$ cat config.mk
export PLATFORM = sky130hd
export DESIGN_NAME = sobel_window_gen
export DESIGN_NICKNAME = d
export VERILOG_FILES = /design/src/rtl/sobel_window_gen.sv
export SDC_FILE = /design/constraint.sdc
export NUM_CORES = 1
export LEC_CHECK = 0
export ABC_AREA = 1
export CAP_MARGIN = 30
export CORE_UTILIZATION = 25
export CTS_BUF_LIST = sky130_fd_sc_hd__clkbuf_2 sky130_fd_sc_hd__clkbuf_4 sky130_fd_sc_hd__clkbuf_8
export DETAILED_ROUTE_END_ITERATION = 7
export GPL_TIMING_DRIVEN = 0
export PLACE_DENSITY_LB_ADDON = 0.2
export SLEW_MARGIN = 20
export SYNTH_ARGS = -nofsm -noshare
export SYNTH_HDL_FRONTEND = slang
export SYNTH_SLANG_ARGS = --single-unit
$ cat constraint.sdc
create_clock -name clk_i -period 4.8 [get_ports clk_i]
set_clock_uncertainty 0.1 [all_clocks]
set_input_delay 0.48 -clock clk_i [delete_from_list [all_inputs] [get_ports clk_i]]
set_output_delay 0.48 -clock clk_i [all_outputs]
set_load 0.005 [all_outputs]
$ cat src/rtl/sobel_window_gen.sv
// 3x3 Sobel neighbourhood generator: two line buffers plus 2-deep column shift registers, raster-order input.
// Window is registered on the accepting edge (valid the next cycle); a held window stalls pixel input until retired.
module sobel_window_gen #(
  parameter int IMG_WIDTH  = 64,
  parameter int IMG_HEIGHT = 64,
  parameter int PIX_W      = 8
) (
  input  logic                          clk_i,
  input  logic                          rst_i,
  input  logic                          start_i,
  input  logic [PIX_W-1:0]              pix_i,
  input  logic                          pix_valid_i,
  output logic                          pix_ready_o,
  output logic [PIX_W-1:0]              win_p00_o,
  output logic [PIX_W-1:0]              win_p01_o,
  output logic [PIX_W-1:0]              win_p02_o,
  output logic [PIX_W-1:0]              win_p10_o,
  output logic [PIX_W-1:0]              win_p12_o,
  output logic [PIX_W-1:0]              win_p20_o,
  output logic [PIX_W-1:0]              win_p21_o,
  output logic [PIX_W-1:0]              win_p22_o,
  output logic [$clog2(IMG_HEIGHT)-1:0] win_row_o,
  output logic [$clog2(IMG_WIDTH)-1:0]  win_col_o,
  output logic                          win_valid_o,
  input  logic                          win_ready_i,
  output logic                          busy_o,
  output logic                          frame_done_o
);
  localparam int RW = $clog2(IMG_HEIGHT);
  localparam int CW = $clog2(IMG_WIDTH);
  localparam logic [CW-1:0] COL_LAST = CW'(IMG_WIDTH - 1);
  localparam logic [RW-1:0] ROW_LAST = RW'(IMG_HEIGHT - 1);
  localparam logic [CW-1:0] COL_ONE  = CW'(1);
  localparam logic [RW-1:0] ROW_ONE  = RW'(1);
  localparam logic [CW-1:0] COL_TWO  = CW'(2);
  localparam logic [RW-1:0] ROW_TWO  = RW'(2);

  logic [PIX_W-1:0] r_lb0 [IMG_WIDTH];
  logic [PIX_W-1:0] r_lb1 [IMG_WIDTH];
  // Index 0 holds column c-2, index 1 column c-1; column c is the live read.
  logic [PIX_W-1:0] r_top [2];
  logic [PIX_W-1:0] r_mid [2];
  logic [PIX_W-1:0] r_bot [2];

  logic             r_busy;
  logic             r_win_valid;
  logic             r_frame_done;
  logic [CW-1:0]    r_col;
  logic [RW-1:0]    r_row;
  logic [CW-1:0]    r_win_col;
  logic [RW-1:0]    r_win_row;
  logic [PIX_W-1:0] r_p00, r_p01, r_p02, r_p10, r_p12, r_p20, r_p21, r_p22;

  logic             w_accept;
  logic             w_emit;
  logic             w_last;
  logic [PIX_W-1:0] w_lb0_rd;
  logic [PIX_W-1:0] w_lb1_rd;

  assign pix_ready_o = r_busy && (!r_win_valid || win_ready_i);
  // start_i wins over a same-cycle pixel, so that pixel never touches any state.
  assign w_accept    = pix_valid_i && pix_ready_o && !start_i && !rst_i;
  assign w_emit      = (r_row >= ROW_TWO) && (r_col >= COL_TWO);
  assign w_last      = (r_row == ROW_LAST) && (r_col == COL_LAST);
  assign w_lb0_rd    = r_lb0[r_col];
  assign w_lb1_rd    = r_lb1[r_col];

  always_ff @(posedge clk_i) begin
    if (w_accept) begin
      r_lb1[r_col] <= w_lb0_rd;
      r_lb0[r_col] <= pix_i;
      r_top[0]     <= r_top[1];
      r_top[1]     <= w_lb1_rd;
      r_mid[0]     <= r_mid[1];
      r_mid[1]     <= w_lb0_rd;
      r_bot[0]     <= r_bot[1];
      r_bot[1]     <= pix_i;
    end
  end

  always_ff @(posedge clk_i) begin
    if (rst_i) begin
      r_busy       <= 1'b0;
      r_win_valid  <= 1'b0;
      r_frame_done <= 1'b0;
      r_col        <= '0;
      r_row        <= '0;
      r_win_col    <= '0;
      r_win_row    <= '0;
      r_p00 <= '0; r_p01 <= '0; r_p02 <= '0; r_p10 <= '0;
      r_p12 <= '0; r_p20 <= '0; r_p21 <= '0; r_p22 <= '0;
    end else if (start_i) begin
      r_busy       <= 1'b1;
      r_win_valid  <= 1'b0;
      r_frame_done <= 1'b0;
      r_col        <= '0;
      r_row        <= '0;
    end else begin
      r_frame_done <= w_accept && w_last;
      if (w_accept) begin
        if (r_col == COL_LAST) begin
          r_col <= '0;
          if (r_row == ROW_LAST) begin
            r_row  <= '0;
            r_busy <= 1'b0;
          end else begin
            r_row <= r_row + ROW_ONE;
          end
        end else begin
          r_col <= r_col + COL_ONE;
        end
      end
      if (w_accept && w_emit) begin
        r_win_valid <= 1'b1;
        r_win_row   <= r_row - ROW_ONE;
        r_win_col   <= r_col - COL_ONE;
        r_p00 <= r_top[0]; r_p01 <= r_top[1]; r_p02 <= w_lb1_rd;
        r_p10 <= r_mid[0];                    r_p12 <= w_lb0_rd;
        r_p20 <= r_bot[0]; r_p21 <= r_bot[1]; r_p22 <= pix_i;
      end else if (win_ready_i) begin
        r_win_valid <= 1'b0;
      end
    end
  end

  assign win_p00_o    = r_p00;
  assign win_p01_o    = r_p01;
  assign win_p02_o    = r_p02;
  assign win_p10_o    = r_p10;
  assign win_p12_o    = r_p12;
  assign win_p20_o    = r_p20;
  assign win_p21_o    = r_p21;
  assign win_p22_o    = r_p22;
  assign win_row_o    = r_win_row;
  assign win_col_o    = r_win_col;
  assign win_valid_o  = r_win_valid;
  assign busy_o       = r_busy;
  assign frame_done_o = r_frame_done;

endmodule
# Word-level counts from Yosys, hierarchy flattened
# Memories as Yosys holds them, arrays and structs flattened. A register that Yosys moved wholly into a read port is not among the register bits.
# Index checks and enable logic that the tools add are counted.
[classes] reduce_logical=20 bitwise=1 n_addsub=4 muxes=14 eq_ne=2 n_lt_le_gt_ge=2
[op_table] cell="two-way mux 6 bit" n=6
[op_table] cell="adder 6 x 1 -> 6 bit, second input constant" n=2
[op_table] cell="== test 6 bit, second input constant" n=2
[op_table] cell="greater-or-equal comparator 6 x 2 -> 1 bit, second input constant" n=2
[op_table] cell="subtractor 6 x 1 -> 6 bit, second input constant" n=2
[op_table] cell="logical AND 1 bit" n=8
[op_table] cell="two-way mux 1 bit" n=8
[op_table] cell="nonzero test 2 bit" n=4
[op_table] cell="AND reduction 2 bit" n=2
[op_table] cell="zero test 1 bit" n=3
[op_table] cell="AND reduction 3 bit" n=1
[op_table] cell="OR reduction 2 bit" n=1
[op_table] cell="logical OR 1 bit" n=1
[op_table] cell="inverter 1 bit" n=1
[totals] ram_bits=1072 regBits=67 mem_count=5 input_bits=13 wordCells=60
[memory_table] name="r_lb0" words=64 word_bits=8 read_ports=1 rd_ports_with_merged_regs=1 wr=1 line_no="38" rtl="logic [PIX_W-1:0] r_lb0 [IMG_WIDTH];"
[memory_table] name="r_lb1" words=64 word_bits=8 read_ports=1 rd_ports_with_merged_regs=1 wr=1 line_no="39" rtl="logic [PIX_W-1:0] r_lb1 [IMG_WIDTH];"
[memory_table] name="r_bot" words=2 word_bits=8 read_ports=2 rd_ports_with_merged_regs=1 wr=2 line_no="43" rtl="logic [PIX_W-1:0] r_bot [2];"
[memory_table] name="r_mid" words=2 word_bits=8 read_ports=2 rd_ports_with_merged_regs=1 wr=2 line_no="42" rtl="logic [PIX_W-1:0] r_mid [2];"
[memory_table] name="r_top" words=2 word_bits=8 read_ports=2 rd_ports_with_merged_regs=1 wr=2 line_no="41" rtl="logic [PIX_W-1:0] r_top [2];"

# Logic depth before layout (Yosys ltp)
[logic_depth] ltp_word=8 depth_mapped=14 depth_no_buf=11

# Worst setup path after synthesis
# Ideal clock, no wire load.
[synth_path] kind="in2reg" from="in rst_i" to="mem r_lb0[47][0], enable pin" arrival_ns=3.004 cell_stages=8 setup_time_ns=0.409 setup_slack_ns=1.286 t_required_ns=4.291 path_cell_list="buf_2 > nor2_4 > inv_2 > nor2_8 > inv_1 > nor2_1 > nand2_1 > nor3_1"
[synth_via] elab_chain_cells=4
[synth_lines] element="start: declaration" line_no="9" rtl="input logic rst_i,"
[synth_lines] element="zero test 1 bit" line_no="62" rtl="assign w_accept = pix_valid_i && pix_ready_o && !start_i && !rst_i;"
[synth_lines] element="logical AND 1 bit" line_no="62"
[synth_lines] element="named net w_accept" line_no="54" rtl="logic w_accept;"
[synth_lines] element="two-way mux 1 bit" line_no="69" rtl="if (w_accept) begin"
[synth_lines] element="two-way mux 1 bit (not written as such)" line_no="71" rtl="r_lb0[r_col] <= pix_i;"
[synth_lines] element="end: declaration" line_no="38"
# The timed path passes the listed nets, and every way through them passes these cells.

==> impl_results.rst <==
.. list-table::
   :header-rows: 1

   * - Metric
     - Value
   * - Outcome
     - finished, final reports clean
   * - Total gr overflow
     - 0
   * - Most instantiated flip-flop cell in the synthesis netlist
     - sky130_fd_sc_hd__edfxtp_1
   * - Routed len/inst
     - 23.6 µm
   * - Starting utilization of the core area
     - 0.252
   * - Number of vias after detailed routing
     - 32200
   * - Required time of the critical path
     - 5.39 ns
   * - Number of standard cells in the layout, taps in and fillers out
     - 7045
   * - Number of warnings printed during yosys synthesis
     - 0
   * - Post-Syn Area
     - 0.0468 mm²
   * - Wirelength, routed
     - 166000 µm
   * - Leak pwr
     - 19.9 nW
   * - Max_cap viols
     - 0
   * - Switching share of power
     - 0.227
   * - Crit-path most repeated cell
     - sky130_fd_sc_hd__nand3_1
   * - Synthesis-stage register bit count
     - 1169
   * - First-pass GRT wire length
     - 233000 µm
   * - Number of buffers between clock root and the deepest sink
     - 3
   * - Post-synth cell types
     - 33
   * - Number of flops mapped to enable cells by yosys
     - 1072
   * - Y dimension of the die
     - 435 µm
   * - Tightest Pin Transition
     - 0.966 ns
   * - Post-synthesis sequential area ratio
     - 0.729
   * - Placement-stage cell area
     - 0.0523 mm²
   * - Via count normalized by instance count
     - 4.56
   * - Total negative slack for setup checks
     - 0 ns
   * - # setup viols final
     - 0
   * - Critical path class
     - reg2reg
   * - Die outline width
     - 435 µm
   * - Delay of the slowest cell on the worst path
     - 0.78 ns
   * - Final setup slack of the worst path
     - 0.948 ns
   * - Part of the total power dissipated in sequential elements
     - 0.538
   * - Area growth, synth to finish
     - 20.3%
   * - Number of buffers added for setup after CTS
     - 0
   * - Net switching component of the power
     - 4.68 mW
   * - Placed Instances
     - 6661
   * - Power per cell area
     - 366 mW/mm²
   * - Data arrival time of the critical path
     - 4.45 ns
   * - Post-synth top area cell
     - sky130_fd_sc_hd__edfxtp_1
   * - Cell-internal power
     - 15.9 mW
   * - Classification of the worst-slack hold path
     - in2reg
   * - Clock latency reported for the late side of the worst-skew pair
     - 0.93 ns
   * - Die footprint
     - 0.189 mm²
   * - Slowest stage cell on the critical path
     - sky130_fd_sc_hd__clkbuf_1
   * - Gate power share
     - 0.029
   * - Largest net degree at the start of global routing
     - 54
   * - Number of remaining DRC errors
     - 0
   * - Most frequently used cell type in the post-synthesis netlist
     - sky130_fd_sc_hd__nand2_1
   * - Worst-case hold slack
     - 0.157 ns
   * - TritonRoute pass-1 iters
     - 6
   * - Post-synthesis average cell area
     - 11.6 µm²
   * - Fraction of registers with async set or reset after synthesis
     - 0
   * - Synth top cells by count
     - sky130_fd_sc_hd__nand2_1 (1329), sky130_fd_sc_hd__edfxtp_1 (1072), sky130_fd_sc_hd__nand3_1 (891), sky130_fd_sc_hd__nor2_1 (209), sky130_fd_sc_hd__buf_2 (128)
   * - Unrepaired setup endpoints after global routing
     - false
   * - Place WS
     - 0.125 ns
   * - Post-synthesis cell count
     - 4022
   * - Number of pins with negative max-slew slack in the final report
     - 0
   * - Placeable core region
     - 0.186 mm²
   * - Sink count of the clock tree
     - 1169
   * - Aggregate global-route resource usage
     - 0.173
   * - Initial antenna violation count
     - 6
   * - CP Cell Sequence
     - clkbuf_2 > clkbuf_1 > nand3_1 > nand2_1 > nand2_1 > nand3_1 > nand3_1 > nand2_4 > buf_12
   * - Detailed router's first-iteration violation count
     - 3131
   * - Post-route minimum period
     - 3.85 ns
   * - Startpoint type of the worst setup path
     - flip-flop
   * - Area share of the leading cell type in the synthesized netlist
     - 0.688
   * - Number of cell rows
     - 158
   * - Total CTS buffers
     - 201
   * - Post-route antenna net violation count
     - 0
   * - Maximum fanout encountered on the critical timing path
     - 36
   * - Number of primary I/O pins
     - 93
   * - Nets
     - 4413
   * - Detail Placement HPWL
     - 115000 µm
   * - TritonCTS clock tree
     - built
   * - Main area contributors after synthesis
     - sky130_fd_sc_hd__edfxtp_1 (69%), sky130_fd_sc_hd__nand2_1 (11%), sky130_fd_sc_hd__nand3_1 (9.5%), sky130_fd_sc_hd__dfxtp_1 (4.1%), sky130_fd_sc_hd__nor2_1 (1.7%)
   * - Startpoint of the worst hold path
     - win_ready_i
   * - Largest vdd supply drop
     - 0.000272 V
   * - Met1 global-route usage
     - 0.233
   * - Number of global-route vias before repair
     - 31100
   * - Hold Violations, Final
     - 0
   * - GRT busiest layer
     - met2
   * - Port Buffer Count
     - 91
   * - Max-slew headroom at the worst pin
     - 0.356
   * - Share of post-route cells with drive strength above 1
     - 0.151
   * - Gp weighted congestion
     - 0.901
   * - Clock input transition at the sequential cells of the worst setup and hold paths
     - 0.06 ns
   * - Final worst path period share
     - 0.803
   * - Global-route track usage on met3
     - 0.0315
   * - Number of nets in the synthesized netlist
     - 4041
   * - Root buf cell
     - sky130_fd_sc_hd__clkbuf_8
   * - Max frequency
     - 260 MHz
   * - GRT met2 Usage
     - 0.274
   * - Clk pwr share
     - 0.433
   * - Critical path capture point type
     - flip-flop
   * - Final cell area excluding filler cells
     - 0.0563 mm²
   * - H-tree Lvls
     - 4
## critical path: cells and delay by family, from the launching register on
kind / cells / cell delay (ns)
DFF: 1 / 0.41
buffers and inverters: 3 / 1.64
and+or+nand+nor: 6 / 1.39
## placed cells by master (no fill, tap or decap), types with 21 or more instances in the layout
cell	synthesis	layout
sky130_fd_sc_hd__o21ai_0	66	66
sky130_fd_sc_hd__clkbuf_8	0	205
sky130_fd_sc_hd__edfxtp_1	1072	1072
sky130_fd_sc_hd__clkbuf_4	0	72
sky130_fd_sc_hd__clkdlybuf4s50_1	0	83
sky130_fd_sc_hd__clkinv_1	0	51
sky130_fd_sc_hd__buf_6	32	58
sky130_fd_sc_hd__clkinv_2	0	21
sky130_fd_sc_hd__inv_1	39	39
sky130_fd_sc_hd__buf_2	128	128
sky130_fd_sc_hd__nand2_1	1329	1321
sky130_fd_sc_hd__buf_4	35	45
sky130_fd_sc_hd__dfxtp_1	97	97
sky130_fd_sc_hd__nor2_1	209	147
sky130_fd_sc_hd__nand3_1	891	890
sky130_fd_sc_hd__nor2_2	3	47
sky130_fd_sc_hd__clkbuf_1	41	40
## registers in the layout (all words and copies together) (netlist names), 8 cells and up, named ones only
name,cells
win_p00_o,8
r_lb0,512
r_lb1,512
r_mid,16
r_top,16
win_p22_o,8
win_p10_o,8
win_p02_o,8
win_p12_o,8
win_p21_o,8
win_p20_o,8
r_bot,16
win_p01_o,8
## final cells by class
cell class                      instances  area [µm²]
Fill cell                           18900      129000
Sequential cell                      1169       34100
Multi-Input combinational cell       2559       11400
Clock buffer                          277        3360
Tap cell                             2480        3100
Timing Repair Buffer                  169        2170
Buffer                                246        1460
Clock inverter                         88         539
Inverter                               48         185
Antenna cell                            9        22.5
## per-stage QoR
step,util,total power [mW]
floorplan,-,11.5
global route,0.303,21.3
finish,0.303,20.6
detailed placement,0.282,11.9
CTS,0.303,20.8
global placement,0.274,11.9
## power by group through the flow
stage / clock [mW] / combinational [mW] / sequential (mW)
2_1_floorplan: 0 / 0.217 / 11.3
3_3_place_gp: 0 / 0.546 / 11.4
3_5_place_dp: 0 / 0.595 / 11.3
4_1_cts: 9.14 / 0.603 / 11.1
5_1_grt: 9.56 / 0.634 / 11.1
6_report: 8.92 / 0.599 / 11.1
## layer usage
layer  routed length (µm)  vias up
li1                     -    14900
met1                73700    16000
met2                77300     1040
met3                 9990      230
met4                 5260        0
met5                    0        -
## worst paths after layout
kind / endpoint / slack, ns / depth (start not counted)
setup / recovery: r_lb1[3][4] / 0.95 / 9
hold / removal: win_valid_o / 0.16 / 4
setup reg to reg: r_lb1[3][4] / 0.95 / 9
hold reg to reg: r_mid[0][2] / 0.32 / 0
## what timing repair did
item / 4_1_cts / 5_1_grt
endpoints found under the hold margin: 173 / 0
gates resized for setup: 0 / 0
hold buffers: 9 / 0
## logic make-up after synthesis
logic type               after synthesis  share of synthesized area
AO/OA/AOI/OAI                         88                    0.00965
XOR/XNOR                               6                    0.00112
adder cells (fa/ha/maj)                6                    0.00160
buffers and inverters                294                     0.0350
flip-flops                          1169                      0.729
AND/OR/NAND/NOR                     2459                      0.223
Power figures use the tool's default switching activity.
